`src/rtl/alu_pkg.sv`:
```
// Shared definitions for the pipelined ALU: operation codes and control states.
package alu_pkg;

  localparam int OP_W = 4;

  typedef enum logic [OP_W-1:0] {
    OP_ADD   = 4'd0,
    OP_SUB   = 4'd1,
    OP_XOR   = 4'd2,
    OP_ANDN  = 4'd3,
    OP_SLL   = 4'd4,
    OP_SRL   = 4'd5,
    OP_ROL   = 4'd6,
    OP_ROR   = 4'd7,
    OP_BTR   = 4'd8,
    OP_SEQ   = 4'd9,
    OP_SLT   = 4'd10,
    OP_SLE   = 4'd11,
    OP_SCO   = 4'd12,
    OP_PASSB = 4'd13,
    OP_MUL   = 4'd14
  } op_e;

  typedef enum logic {
    ST_IDLE = 1'b0,
    ST_MUL  = 1'b1
  } state_e;

endpackage

```
`src/rtl/alu_pipe_dp.sv`:
```
// Combinational datapath for every single-cycle operation; MUL and unused codes yield zero.
module alu_pipe_dp
  import alu_pkg::*;
#(
  parameter  int WIDTH = 16,
  localparam int SH_W  = $clog2(WIDTH)
) (
  input  logic [OP_W-1:0]  op_i,
  input  logic [WIDTH-1:0] a_i,
  input  logic [WIDTH-1:0] b_i,
  output logic [WIDTH-1:0] result_o,
  output logic             cout_o,
  output logic             ofl_o
);

  logic [WIDTH:0]   sum;
  logic [WIDTH:0]   diff;
  logic [SH_W-1:0]  shamt;
  logic [SH_W:0]    invAmt;
  logic [WIDTH-1:0] rev;
  logic             isEq;
  logic             isLt;

  // Shared arithmetic terms; SUB is formed as B + ~A + 1 so its carry is the adder carry.
  always_comb begin
    sum    = {1'b0, a_i} + {1'b0, b_i};
    diff   = {1'b0, b_i} + {1'b0, ~a_i} + {{WIDTH{1'b0}}, 1'b1};
    shamt  = b_i[SH_W-1:0];
    invAmt = (SH_W+1)'(WIDTH) - {1'b0, shamt};
    isEq   = (a_i == b_i);
    isLt   = ($signed(a_i) < $signed(b_i));
    for (int i = 0; i < WIDTH; i++) begin
      rev[i] = a_i[WIDTH-1-i];
    end
  end

  always_comb begin
    result_o = '0;
    cout_o   = 1'b0;
    ofl_o    = 1'b0;
    case (op_i)
      OP_ADD: begin
        result_o = sum[WIDTH-1:0];
        cout_o   = sum[WIDTH];
        ofl_o    = (a_i[WIDTH-1] == b_i[WIDTH-1]) && (sum[WIDTH-1] != a_i[WIDTH-1]);
      end
      OP_SUB: begin
        result_o = diff[WIDTH-1:0];
        cout_o   = diff[WIDTH];
        ofl_o    = (b_i[WIDTH-1] != a_i[WIDTH-1]) && (diff[WIDTH-1] != b_i[WIDTH-1]);
      end
      OP_XOR:   result_o = a_i ^ b_i;
      OP_ANDN:  result_o = a_i & ~b_i;
      OP_SLL:   result_o = a_i << shamt;
      OP_SRL:   result_o = a_i >> shamt;
      // A shift by the full width gives zero, so amount 0 rotates cleanly too.
      OP_ROL:   result_o = (a_i << shamt) | (a_i >> invAmt);
      OP_ROR:   result_o = (a_i >> shamt) | (a_i << invAmt);
      OP_BTR:   result_o = rev;
      OP_SEQ:   result_o = {{(WIDTH-1){1'b0}}, isEq};
      OP_SLT:   result_o = {{(WIDTH-1){1'b0}}, isLt};
      OP_SLE:   result_o = {{(WIDTH-1){1'b0}}, isLt | isEq};
      OP_SCO: begin
        result_o = {{(WIDTH-1){1'b0}}, sum[WIDTH]};
        cout_o   = sum[WIDTH];
      end
      OP_PASSB: result_o = b_i;
      default: begin
        result_o = '0;
        cout_o   = 1'b0;
        ofl_o    = 1'b0;
      end
    endcase
  end

endmodule

```
`src/rtl/alu_pipe.sv`:
```
// Handshaked execution unit: single-cycle ops through the datapath, MUL by iterative shift-add.
module alu_pipe
  import alu_pkg::*;
#(
  parameter  int WIDTH = 16,
  parameter  int TAG_W = 3,
  localparam int SH_W  = $clog2(WIDTH)
) (
  input  logic             clk,
  input  logic             rst,
  input  logic             flush,
  input  logic             in_valid,
  output logic             in_ready,
  input  logic [OP_W-1:0]  in_op,
  input  logic [WIDTH-1:0] in_a,
  input  logic [WIDTH-1:0] in_b,
  input  logic [TAG_W-1:0] in_tag,
  output logic             out_valid,
  input  logic             out_ready,
  output logic [WIDTH-1:0] out_data,
  output logic [TAG_W-1:0] out_tag,
  output logic             out_zero,
  output logic             out_neg,
  output logic             out_cout,
  output logic             out_ofl
);

  state_e state_q, state_d;

  logic [WIDTH-1:0] mcand_q, mcand_d;
  logic [WIDTH-1:0] mplier_q, mplier_d;
  logic [WIDTH-1:0] acc_q, acc_d;
  logic [SH_W-1:0]  cnt_q, cnt_d;
  logic [TAG_W-1:0] mulTag_q, mulTag_d;

  logic             outValid_q, outValid_d;
  logic [WIDTH-1:0] outData_q, outData_d;
  logic [TAG_W-1:0] outTag_q, outTag_d;
  logic             outZero_q, outZero_d;
  logic             outNeg_q, outNeg_d;
  logic             outCout_q, outCout_d;
  logic             outOfl_q, outOfl_d;

  logic             inReady;
  logic             mulBusy;
  logic             mulDone;
  logic             accept;
  logic             isMul;
  logic [WIDTH-1:0] accStep;
  logic [WIDTH-1:0] dpResult;
  logic             dpCout;
  logic             dpOfl;

  alu_pipe_dp #(
    .WIDTH(WIDTH)
  ) u_dp (
    .op_i    (in_op),
    .a_i     (in_a),
    .b_i     (in_b),
    .result_o(dpResult),
    .cout_o  (dpCout),
    .ofl_o   (dpOfl)
  );

  assign isMul   = (in_op == OP_MUL);
  assign accept  = in_valid && inReady;
  assign accStep = acc_q + (mplier_q[0] ? mcand_q : '0);

  always_ff @(posedge clk or posedge rst) begin
    if (rst) begin
      state_q <= ST_IDLE;
    end else begin
      state_q <= state_d;
    end
  end

  always_comb begin
    state_d = state_q;
    case (state_q)
      ST_IDLE: if (accept && isMul) state_d = ST_MUL;
      ST_MUL:  if (flush || (cnt_q == '0)) state_d = ST_IDLE;
      default: state_d = ST_IDLE;
    endcase
  end

  // A new op may enter only when idle and the result slot is empty or being drained.
  always_comb begin
    mulBusy = (state_q == ST_MUL);
    mulDone = mulBusy && !flush && (cnt_q == '0);
    inReady = (state_q == ST_IDLE) && !flush && (!outValid_q || out_ready);
  end

  always_comb begin
    mcand_d  = mcand_q;
    mplier_d = mplier_q;
    acc_d    = acc_q;
    cnt_d    = cnt_q;
    mulTag_d = mulTag_q;
    if (accept && isMul) begin
      mcand_d  = in_a;
      mplier_d = in_b;
      acc_d    = '0;
      cnt_d    = SH_W'(WIDTH - 1);
      mulTag_d = in_tag;
    end else if (mulBusy && !flush) begin
      acc_d    = accStep;
      mcand_d  = mcand_q << 1;
      mplier_d = mplier_q >> 1;
      cnt_d    = cnt_q - 1'b1;
    end
  end

  // Flush wins over everything; a finishing MUL and a single-cycle accept never coincide.
  always_comb begin
    outValid_d = outValid_q;
    outData_d  = outData_q;
    outTag_d   = outTag_q;
    outZero_d  = outZero_q;
    outNeg_d   = outNeg_q;
    outCout_d  = outCout_q;
    outOfl_d   = outOfl_q;
    if (flush) begin
      outValid_d = 1'b0;
    end else if (mulDone) begin
      outValid_d = 1'b1;
      outData_d  = accStep;
      outTag_d   = mulTag_q;
      outZero_d  = (accStep == '0);
      outNeg_d   = accStep[WIDTH-1];
      outCout_d  = 1'b0;
      outOfl_d   = 1'b0;
    end else if (accept && !isMul) begin
      outValid_d = 1'b1;
      outData_d  = dpResult;
      outTag_d   = in_tag;
      outZero_d  = (dpResult == '0);
      outNeg_d   = dpResult[WIDTH-1];
      outCout_d  = dpCout;
      outOfl_d   = dpOfl;
    end else if (out_ready) begin
      outValid_d = 1'b0;
    end
  end

  always_ff @(posedge clk or posedge rst) begin
    if (rst) begin
      mcand_q    <= '0;
      mplier_q   <= '0;
      acc_q      <= '0;
      cnt_q      <= '0;
      mulTag_q   <= '0;
      outValid_q <= 1'b0;
      outData_q  <= '0;
      outTag_q   <= '0;
      outZero_q  <= 1'b0;
      outNeg_q   <= 1'b0;
      outCout_q  <= 1'b0;
      outOfl_q   <= 1'b0;
    end else begin
      mcand_q    <= mcand_d;
      mplier_q   <= mplier_d;
      acc_q      <= acc_d;
      cnt_q      <= cnt_d;
      mulTag_q   <= mulTag_d;
      outValid_q <= outValid_d;
      outData_q  <= outData_d;
      outTag_q   <= outTag_d;
      outZero_q  <= outZero_d;
      outNeg_q   <= outNeg_d;
      outCout_q  <= outCout_d;
      outOfl_q   <= outOfl_d;
    end
  end

  assign in_ready  = inReady;
  assign out_valid = outValid_q;
  assign out_data  = outData_q;
  assign out_tag   = outTag_q;
  assign out_zero  = outZero_q;
  assign out_neg   = outNeg_q;
  assign out_cout  = outCout_q;
  assign out_ofl   = outOfl_q;

endmodule

```
`config.mk`:
```
export PLATFORM = sky130hd
export DESIGN_NAME = alu_pipe
export DESIGN_NICKNAME = d
export VERILOG_FILES = /design/src/rtl/alu_pkg.sv /design/src/rtl/alu_pipe_dp.sv /design/src/rtl/alu_pipe.sv
export SDC_FILE = /design/constraint.sdc
export NUM_CORES = 1
export LEC_CHECK = 0
export ABC_AREA = 1
export CAP_MARGIN = 20
export CORE_ASPECT_RATIO = 2
export CORE_MARGIN = 2
export CORE_UTILIZATION = 40
export DETAILED_ROUTE_END_ITERATION = 8
export SYNTH_ARGS = -nofsm -noshare
export SYNTH_HDL_FRONTEND = slang
export SYNTH_SLANG_ARGS = --single-unit
```
`constraint.sdc`:
```
create_clock -name clk -period 7.55 [get_ports clk]
set_clock_uncertainty 0.15 [all_clocks]
set_input_delay 0.755 -clock clk [delete_from_list [all_inputs] [get_ports clk]]
set_output_delay 0.755 -clock clk [all_outputs]
set_load 0.005 [all_outputs]
```
-- After elaboration in Yosys (flattened, before gate mapping)
Cells that the tools add are included.
- flip-flop bits (word level): 80
- output and inout bits: 25
- logic and storage cells: 106
- $add $sub $neg: 6
- order comparisons: 1
- eq/ne operators: 19
- shift operators: 4
- mux-type cells: 31
- bitwise operators: 9
- reductions and logical operators: 23
- operators by type and width (cell ; number):
    $pmux W16 S14 ; 1
    $mux W16 ; 9
    $add A16 B16 Y17 ; 2
    $logic_not A16 Y1 ; 2
    $not A16 Y16 ; 2
    $or A16 B16 Y16 ; 2
    $eq A4 B4 Y1 const B ; 7
    $add A17 B1 Y17 const B ; 1
    $add A16 B16 Y16 ; 1
    $and A16 B16 Y16 ; 1
    $eq A16 B16 Y1 ; 1
    $eq A4 B3 Y1 const B ; 4
    $lt A16 B16 Y1 ; 1
    $shl A16 B4 Y16 ; 1
    $shl A16 B5 Y16 ; 1
    $shr A16 B4 Y16 ; 1
    $shr A16 B5 Y16 ; 1
    $xor A16 B16 Y16 ; 1
    $mux W1 ; 14
    $logic_and A1 B1 Y1 ; 9
    $eq A4 B2 Y1 const B ; 2
    $logic_not A4 Y1 ; 2
    $mux W4 ; 2
    $mux W3 ; 2
    other kinds (14) ; 23

-- Depth between registers and ports, before layout
Gate-level depths: netlist (run 1).
- word-level depth: 8
- mapped depth: 22

-- By module
From an unflattened synthesis (run 1), not the netlist that was laid out.
- cell total of the unflattened synthesis: 1740
- area total of the unflattened synthesis: 10226.1 µm²
- modules (own cells, without submodules) (module ; instances ; cells each ; area an instance (µm²)):
    alu_pipe_dp ; 1 ; 1150 ; 5744.3
    alu_pipe ; 1 ; 590 ; 4481.8

-- Least setup slack after synthesis (run 1)
Ideal clock, no wire load.
- path kind: input-to-reg
- start: input port in_b[0]
- end: register outZero_q, in the netlist out_zero
- setup time: 0.071 ns
- arrival time: 3.052 ns
- data required time: 7.329 ns
- slack: 4.276 ns
- stages: 20
- path buffers: 2
- path through: buf_6 inv_4 buf_12 ha_1 inv_1 fa_1 or2_2 nand3_1 nand2_1 nor2_1 nand3b_1 nor2_1 nand2_1 nor2_1 nand2_1 nor2_1 nand3_1 nor2_1 nor2_1 nor2_1
- cells in the longest elaborated chain, start to end: 7
- ends and longest elaborated chain (what ; line ; RTL):
    start: declaration ; alu_pipe.sv:16 ; input logic [WIDTH-1:0] in_b,
    branches (longest 3 deep; another with $add A16 B16 Y17) ; -- ;
    $pmux W16 S14 * ; alu_pipe_dp.sv:41 ; case (op_i)
    $logic_not A16 Y1 * ; alu_pipe.sv:136 ; outZero_d = (dpResult == '0);
    $mux W1 * ; alu_pipe.sv:132 ; end else if (accept && !isMul) begin
    $mux W1 * ; alu_pipe.sv:124 ; end else if (mulDone) begin
    end signal: assignment ; alu_pipe.sv:168 ; outZero_q <= outZero_d;
    end: declaration ; alu_pipe.sv:39 ; logic outZero_q, outZero_d;
Mark *: on every way between the ends. The select of a mux whose other input is x is not followed.
A chain may end at the register's enable or synchronous reset.

-- Worst setup path after layout (run 1)
Same ends and word-level chain as after synthesis.

==> results.toml, run 1 <==
[clocking]
clk_latency_ns = 0.35
htree_levels = 3
cts.sinks = 79
cts_tree = "done"
cts_buffers = 9
cts_buffer_depth = 2
ctsResizeCount = 0
cts_root_buf = "clkbuf_16"
ctsHoldBuffers = 0
clkSlewWorstSetupHoldPaths_ns = 0.06
post-cts-setup-buffers = 0

[yosys]
syn_area_mm2 = 0.00995
ys.flop_type = "dfrtp_1"
synth-seq-area-share_pct = 19.9
synth_edf_count = 0
syn_area_per_cell_um2 = 5.82
synthArstFlopShare_pct = 100
ys_seq_elements = 79
netlist_instances = 1711
ys_warn_count = 0
syn_nets = 1824
synth_cell_types = 49

[drt]
routed_wl_mm = 52.1
routedWlPerCell_um = 25.1
viasPerCell = 5.84
drtIter0Drc = 811
ant_nets = 0
route.detailed.drc = 0
firstDrtPassIters = 6
num_vias = 12150

[placed_design]
gp_congestion = 1.08
io_buffers = 68
dp_slack_ns = 2.01
dp_hpwl_mm = 42.6
place_area_mm2 = 0.0109

[sta]
worst_pin_slew_ns = 1.17
finalSetupTns_ns = 0
period_needed_ns = 5.20
fmax_mhz = 192
drv_slew = 0
fin_crit_sh_pct = 68.9
slew_headroom_pct = 21.5
finalHoldViolCount = 0
setup_viol = 0
rsz0062_at_grt = "false"
layout_setup_ws_ns = 2.35

[layout]
final_core_util_pct = 45.8
syn_to_final_growth_pct = 12.3
final_nets = 1855
drive_gt1_share_pct = 4.75
fillers = 2704
num_antenna_cells = 0
stdcell_area_mm2 = 0.0112

[critical_path]
crit_top_cell = "nor2_1"
critPathLaunchType = "input pin"
crit_end = "out_zero"
required_ns = 7.68
r2r_slack_ns = 4.20
cp-startpoint = "in_b[0]"
arrival_ns = 5.33
crit_fanout = 32
ff2ff_path_depth = 13
worstPathCellList = "clkdlybuf4s50_1 > buf_4 > inv_4 > ha_1 > inv_1 > nand3_1 > nand3_1 > nand2_1 > nand2_1 > nand2_1 > nor2_1 > nand3_1 > nor2_1 > nand2_1 > nor2_1 > nand3_1 > nor2_1 > nor2_1 > nor2_1"
crit_path_top_delay_cell = "inv_1"
reg2reg_to = "out_zero"
worstReg2RegStart = "mplier_q[0]"
max_stage_delay_ns = 0.99
endpoint_kind = "flip-flop"
critPathKind = "in -> reg"

[die]
initial_core_util_pct = 40.7
dieArea_mm2 = 0.0262
io_pins = 69
chipHeight_um = 227
rows = 81
die_w_um = 116
coreArea_mm2 = 0.0244

[power]
p_per_area_mw_per_mm2 = 188
fin_total_pwr_mw = 2.10
peakVddDrop_mv = 0.0965
p_leak_nw = 5.80

[grt]
grt_max_degree = 58
grt_pass1_wl_mm = 75.7
antenna_found_initial = 0
overflow = 0
grt_pass1_vias = 12400
grt_use_total_pct = 40.3

[job]
drv_cap = 0

[status]
status = "finished clean"

[min_path]
hold_class = "reg -> reg"
[routing by layer]
metal / up-vias / GRT usage [%] / share of wire, %
met4: 0 / 47.5 / 15
met2: 582 / 72.5 / 51
met1: 5588 / 34.0 / 30
met3: 297 / 5.40 / 4.9
li1: 5683 / - / -
met5: - / 0 / 0
[worst min path at each step]
stage / from / end / slack (ns) / depth (start not counted)
floorplan: mulTag_q[0] / mulTag_q[0] / 0.29 / 2
global placement: mulTag_q[0] / mulTag_q[0] / 0.31 / 2
detailed placement: out_data[3] / out_data[3] / 0.32 / 2
CTS: out_data[3] / out_data[3] / 0.34 / 2
global route: mulTag_q[1] / mulTag_q[1] / 0.35 / 2
finish: mulTag_q[1] / mulTag_q[1] / 0.33 / 2
[flip-flops by register name, summed over array words and instances, names as in the netlist, 3 cells and up]
name and count:
cnt_q 4, mulTag_q 3, mplier_q 16, acc_q 16
mcand_q 16, out_data 16, out_tag 3
[final cells by class]
cell class                 instances  area, um2  area share, %
clock inverter                     7       86.3          0.773
clock buffer                       9        225           2.02
inverter                         188        709           6.35
sequential                        79       1980           17.7
tap                              332        415           3.72
timing repair buffer              86        816           7.30
multi-input combinational       1378       6950           62.2
[worst max-delay path: cells and delay by family]
family / cells / cell delay (ns)
adders and majority gates: 1 / 0.78
and+or+nand+nor: 14 / 1.80
buffers and inverters: 4 / 1.97
[cells in the mapped netlist (14+ instances only)]
cell,number,share of area (%)
a21oi_1,56,2.8
a22oi_1,14,1.1
buf_2,30,1.5
clkbuf_1,28,1.1
dfrtp_1,79,20
ha_1,66,8.3
inv_1,174,6.6
nand2_1,559,21
nand2_2,14,0.88
nand3_1,267,13
nand4_1,28,1.8
nor2_1,167,6.3
o211ai_1,18,1.4
o21ai_0,77,3.9
o221ai_1,18,1.6
[power breakdown]
part	internal [mW]	switching [mW]	total (mW)
clock	0.264	0.199	0.463
combinational	0.326	0.681	1.01
sequential	0.541	0.0907	0.631
[stage by stage]
stage | hold WS (ns) | std cells
2_1_floorplan | 0.293 | 1711
3_3_place_gp | 0.310 | 2063
3_5_place_dp | 0.323 | 2063
4_1_cts | 0.339 | 2079
5_1_grt | 0.352 | 2079
6_report | 0.330 | 2079
[layout by cell type, fill, tap and decap left out, drive strengths merged, types with 2 or more instances in the layout]
master	instances
or2	5
clkbuf	9
ha	66
o211ai	18
nor3	5
nand2	578
o221ai	18
o21ai	88
o22ai	13
buf	18
and2	2
o21a	3
o31ai	3
a21o	6
nand4	28
o21bai	5
nor2	174
inv	187
clkinv	6
a31oi	2
fa	3
nand3b	4
a21boi	2
a22oi	14
xor2	10
a21oi	56
clkdlybuf4s50	68
dfrtp	79
nand3	269
[kinds of logic (layout without fill, tap and decap cells)]
logic type / after synthesis / in the layout / share of synthesized area, %
AO/OA/AOI/OAI: 230 / 230 / 13.8
XOR/XNOR: 11 / 11 / 0.968
adder cells (fa/ha/maj): 69 / 69 / 8.90
buffers and inverters: 254 / 290 / 10.4
flip-flops: 79 / 79 / 19.9
AND/OR/NAND/NOR: 1068 / 1068 / 46.1
(Power assumes the default switching activity.)
==> run 2: changes to the inputs <==
clock period = 4.93 ns   (was 7.55 ns; I/O delays follow)
==> run 2 against run 1 <==
Net effect:
- clock power is 60% higher
- sequential power is 53% higher
- final area is 1.9% higher
- via count is 3.1% higher
- setup slack worse by 1.2 ns
- non-clock buffer count is 27 higher
- largest cell class unchanged
- largest power group unchanged
==> results.toml, run 2 (synthesized netlist as in run 1, its figures left out) <==
[status]
status = "finished clean"

[layout]
num_antenna_cells = 0
regArea_mm2 = 0.00198
mostFrequentLayoutCell = "nand2_1"
final_core_util_pct = 46.6
drive_gt1_share_pct = 6.03
finalNonFillerCells = 2106
syn_to_final_growth_pct = 14.4
multi_input_area_mm2 = 0.00694
final_cell_mix = "nand2_1 (559), nand3_1 (267), inv_1 (173), nor2_1 (165), dfrtp_1 (79)"
final_nets = 1882
fillers = 2725

[placed_design]
dp.cells = 2090
gp_congestion = 1.11
io_buffers = 68
dp_hpwl_mm = 43.5

[drt]
viasPerCell = 5.95
num_vias = 12529
firstDrtPassIters = 7
ant_nets = 0
routed_wl_mm = 53.4
route.detailed.drc = 0
routedWlPerCell_um = 25.3
drtIter0Drc = 983

[sta]
fin_crit_sh_pct = 75.8
worst_pin_slew_ns = 1.16
timing.hold.ws_ns = 0.323
finalSetupTns_ns = 0
rsz0062_at_grt = "false"
period_needed_ns = 3.74
finalHoldViolCount = 0
fmax_mhz = 268
slew_headroom_pct = 22.4
drv_slew = 0
setup_viol = 0

[power]
p_leak_nw = 5.93
peakVddDrop_mv = 0.171
fin_total_pwr_mw = 3.30
p_per_area_mw_per_mm2 = 290

[clocking]
ctsHoldBuffers = 0
clk_latency_ns = 0.35
htree_levels = 3
cts_tree = "done"
cts_buffers = 9
cts.sinks = 79
cts_buffer_depth = 2
cts_root_buf = "clkbuf_16"
post-cts-setup-buffers = 0
ctsResizeCount = 0
clkSlewWorstSetupHoldPaths_ns = 0.06

[die]
coreArea_mm2 = 0.0244
die_w_um = 116
io_pins = 69
rows = 81
initial_core_util_pct = 40.7
chipHeight_um = 227
dieArea_mm2 = 0.0262

[critical_path]
crit_fanout = 15
max_stage_delay_ns = 0.49
required_ns = 5.06
endpoint_kind = "flip-flop"
worstReg2RegStart = "mplier_q[0]"
critPathKind = "in -> reg"
reg2reg_to = "out_zero"
crit_top_cell = "nor2_1"
r2r_slack_ns = 1.55
critPathLaunchType = "input pin"
ff2ff_path_depth = 17
worstPathCellList = "clkdlybuf4s50_1 > inv_4 > buf_4 > ha_1 > inv_1 > fa_1 > or2_2 > nand3_1 > nand2_1 > nor2_1 > nand3b_1 > nor2_1 > nand2_1 > nor2_1 > nand2_1 > nor2_1 > nand3_1 > nor2_1 > nor2_1 > nor2_1"
arrival_ns = 3.87
crit_path_top_delay_cell = "fa_1"
cp-startpoint = "in_b[0]"
crit_end = "out_zero"

[grt]
antenna_found_initial = 0
grt_max_degree = 49
overflow = 0
grt_use_total_pct = 41.1
grt_pass1_vias = 12663
grt_pass1_wl_mm = 77.3

[min_path]
hold_class = "reg -> reg"

[job]
drv_cap = 0
## run 2: where the power goes
group | switching [mW] | internal [mW]
registers | 0.135 | 0.828
clock network | 0.295 | 0.448
logic | 1.07 | 0.524
## run 2: final cells by class
type / count / share of cell area, %
clock buffers: 10 / 2.01
repair buffers: 113 / 8.95
well taps: 332 / 3.65
multi-input cells: 1378 / 61.0
flip-flops and latches: 79 / 17.4
inverters: 188 / 6.23
clock inverters: 6 / 0.813
## run 2: worst min-delay path by stage
stage,start,end,slack [ns],cells past startpoint
finish,mulTag_q[0],mulTag_q[0],0.32,2
global route,mulTag_q[0],mulTag_q[0],0.36,2
CTS,mulTag_q[0],mulTag_q[0],0.33,2
detailed placement,mulTag_q[0],mulTag_q[0],0.32,2
global placement,mulTag_q[1],mulTag_q[1],0.31,2
floorplan,mulTag_q[0],mulTag_q[0],0.29,2
## run 2: through the flow
stage	setup WS [ns]	area [um2]
2_1_floorplan	1.92	9950
3_3_place_gp	0.958	11100
3_5_place_dp	0.907	11100
4_1_cts	1.26	11400
5_1_grt	0.904	11400
6_report	1.19	11400
## run 2: critical path: cells and delay by family
family	cells	cell delay [ns]
adders and majority gates	2	0.75
and+or+nand+nor	14	1.49
buffers and inverters	4	1.13
## run 2: layer usage
metal,wire length (um),track usage (%)
met1,15800,35.6
met5,0,0
met3,3240,6.12
met4,7500,46.7
met2,26900,73.6
==> run 3: changes to the inputs <==
clock period = 3.81 ns   (was 4.93 ns; I/O delays follow)
==> run 3 against run 2 <==
Net effect:
- sequential power rose by 29%
- core utilization increased by 2.7 points
- hold slack better by 0.0022 ns
- first-iteration DRC count increased by 7.0%
- global-route usage up 1.8 points
- clock power rose by 12%
- cell count is 4.3% higher
- sequential share of layout area fell by 0.95 points
- via count up 2.6%
- sequential cell count stayed put
- wire length grew 4.7%
- register-to-register slack worse by 0.89 ns
- critical endpoint unchanged
- highest routed layer is now met5
==> results.toml, run 3 (synthesized netlist as in run 1, its figures left out) <==
[critical_path]
cp_num_buf_inv = 1
crit_fanout = 13
arrival_ns = 3.83
crit_top_cell = "nor2_1"
endpoint_kind = "flip-flop"
worstPathCellList = "clkdlybuf4s50_1 > nand2_1 > nor2_1 > nand2_1 > o21ai_0 > nor2_1 > o21ai_0 > nor2_1 > nand2_1 > nor2_1 > nand3_1 > nor2_1 > nand3_1 > nor2_1 > nor2_1 > nor2_1"
cpLargestDelayFamily = "simple AND/OR/NAND/NOR gates"
critPathLaunchType = "input pin"
critPathKind = "in -> reg"
max_stage_delay_ns = 0.59
crit_path_top_delay_cell = "clkdlybuf4s50_1"
required_ns = 3.95

[sta]
rsz0062_at_grt = "false"
finalHoldViolCount = 0
fmax_mhz = 271
timing.hold.ws_ns = 0.325
drv_slew = 0
period_needed_ns = 3.69
worst_pin_slew_ns = 1.06
setup_viol = 0
fin_crit_sh_pct = 97.0
slew_headroom_pct = 28.4

[grt]
grt_pass1_wl_mm = 79.9
grt_use_total_pct = 43.0
grt_max_degree = 52
overflow = 0
antenna_found_initial = 2
grt_pass1_vias = 12891

[clocking]
post-cts-setup-buffers = 0
ctsHoldBuffers = 0
ctsResizeCount = 0
clkSlewWorstSetupHoldPaths_ns = 0.06
clk_latency_ns = 0.35
cts_buffer_depth = 2
htree_levels = 3
cts_tree = "done"
cts_root_buf = "clkbuf_16"
cts.sinks = 79
cts_buffers = 9

[placed_design]
dp_hpwl_mm = 46.0
gp_congestion = 1.11
place_area_mm2 = 0.0118
dp.cells = 2179
io_buffers = 68

[layout]
syn_to_final_growth_pct = 21.0
drive_gt1_share_pct = 10.5
mostFrequentLayoutCell = "nand2_1"
final_cell_mix = "nand2_1 (559), nand3_1 (267), inv_1 (173), nor2_1 (165), buf_4 (132)"
fillers = 2722
final_nets = 1971
stdcell_area_mm2 = 0.0120
finalNonFillerCells = 2196

[power]
p_comb_share_pct = 51.9
peakVddDrop_mv = 0.221
p_switching_mw = 1.99
p_leak_nw = 6.35
p_seq_share_pct = 28.8
clockPowerShare_pct = 19.3
p_per_area_mw_per_mm2 = 359
p_int_mw = 2.33
switching_share_pct = 46.0

[drt]
route.detailed.drc = 0
drtIter0Drc = 1052
viasPerCell = 5.85
routed_wl_mm = 55.9
num_vias = 12853
routedWlPerCell_um = 25.5
firstDrtPassIters = 8
ant_nets = 0

[die]
coreArea_mm2 = 0.0244
dieArea_mm2 = 0.0262
chipHeight_um = 227
initial_core_util_pct = 40.7
die_w_um = 116
rows = 81
io_pins = 69

[job]
drv_cap = 0

[min_path]
hold_class = "reg -> reg"

[status]
status = "finished clean"
-- run 3: cell types whose count changed in the layout (fill, tap and decap cells not counted) --
cell       before  now
diode_2         0    1
buf_4          45  132
clkbuf_8        0    1
bufinv_16       2    0
buf_12          0    2
clkinv_4        0    2
inv_6           2    1
-- run 3: through the flow --
step	TNS [ns]	utilization, %	setup WS [ns]	power [mW]
floorplan	0	-	0.910	2.42
global placement	-0.0251	48.1	-0.0251	3.40
detailed placement	0	48.1	0.0129	3.42
CTS	0	49.3	0.375	4.26
global route	0	49.3	0.0426	4.55
finish	0	49.3	0.115	4.32
-- run 3: path summary, 6_finish.rpt --
| kind | start | endpoint | slack (ns) | cells past startpoint |
|---|---|---|---|---|
| max reg2reg | mplier_q[0] | out_zero | 0.66 | 14 |
| max | in_op[0] | out_zero | 0.12 | 16 |
| min | mulTag_q[1] | mulTag_q[1] | 0.33 | 2 |
| min in group asynchronous | rst | cnt_q[3] | 0.34 | 2 |
| min reg2reg | mulTag_q[1] | mulTag_q[1] | 0.33 | 2 |
| max in group asynchronous | rst | out_data[0] | 2.41 | 3 |
-- run 3: final cells by class --
type,instances,area [um2],share of cell area [%]
Inverter,188,709,5.89
Clock inverter,5,41.3,0.343
Clock buffer,11,243,2.02
Sequential cell,79,1980,16.4
Tap cell,332,415,3.45
Antenna cell,1,2.50,0.0208
Timing Repair Buffer,202,1710,14.2
Multi-Input combinational cell,1378,6940,57.6
-- run 3: worst min-delay path, delay by kind of cell, from the launching register on --
kind	cells	cell delay, ns
flip-flops	1	0.34
AND/OR/NAND/NOR	2	0.10
-- run 3: power by group through the flow --
stage / logic (mW) / registers (mW) / clock network [mW]
floorplan: 1.23 / 1.19 / 0
global placement: 2.16 / 1.24 / 0
detailed placement: 2.17 / 1.25 / 0
CTS: 2.18 / 1.24 / 0.839
global route: 2.41 / 1.27 / 0.867
finish: 2.24 / 1.24 / 0.833
-- run 3: metal layers --
layer  routed length, um  track usage [%]
met5                  13                0
met4                8400             51.1
met3                3310             6.26
met2               27900             76.5
met1               16300             36.5
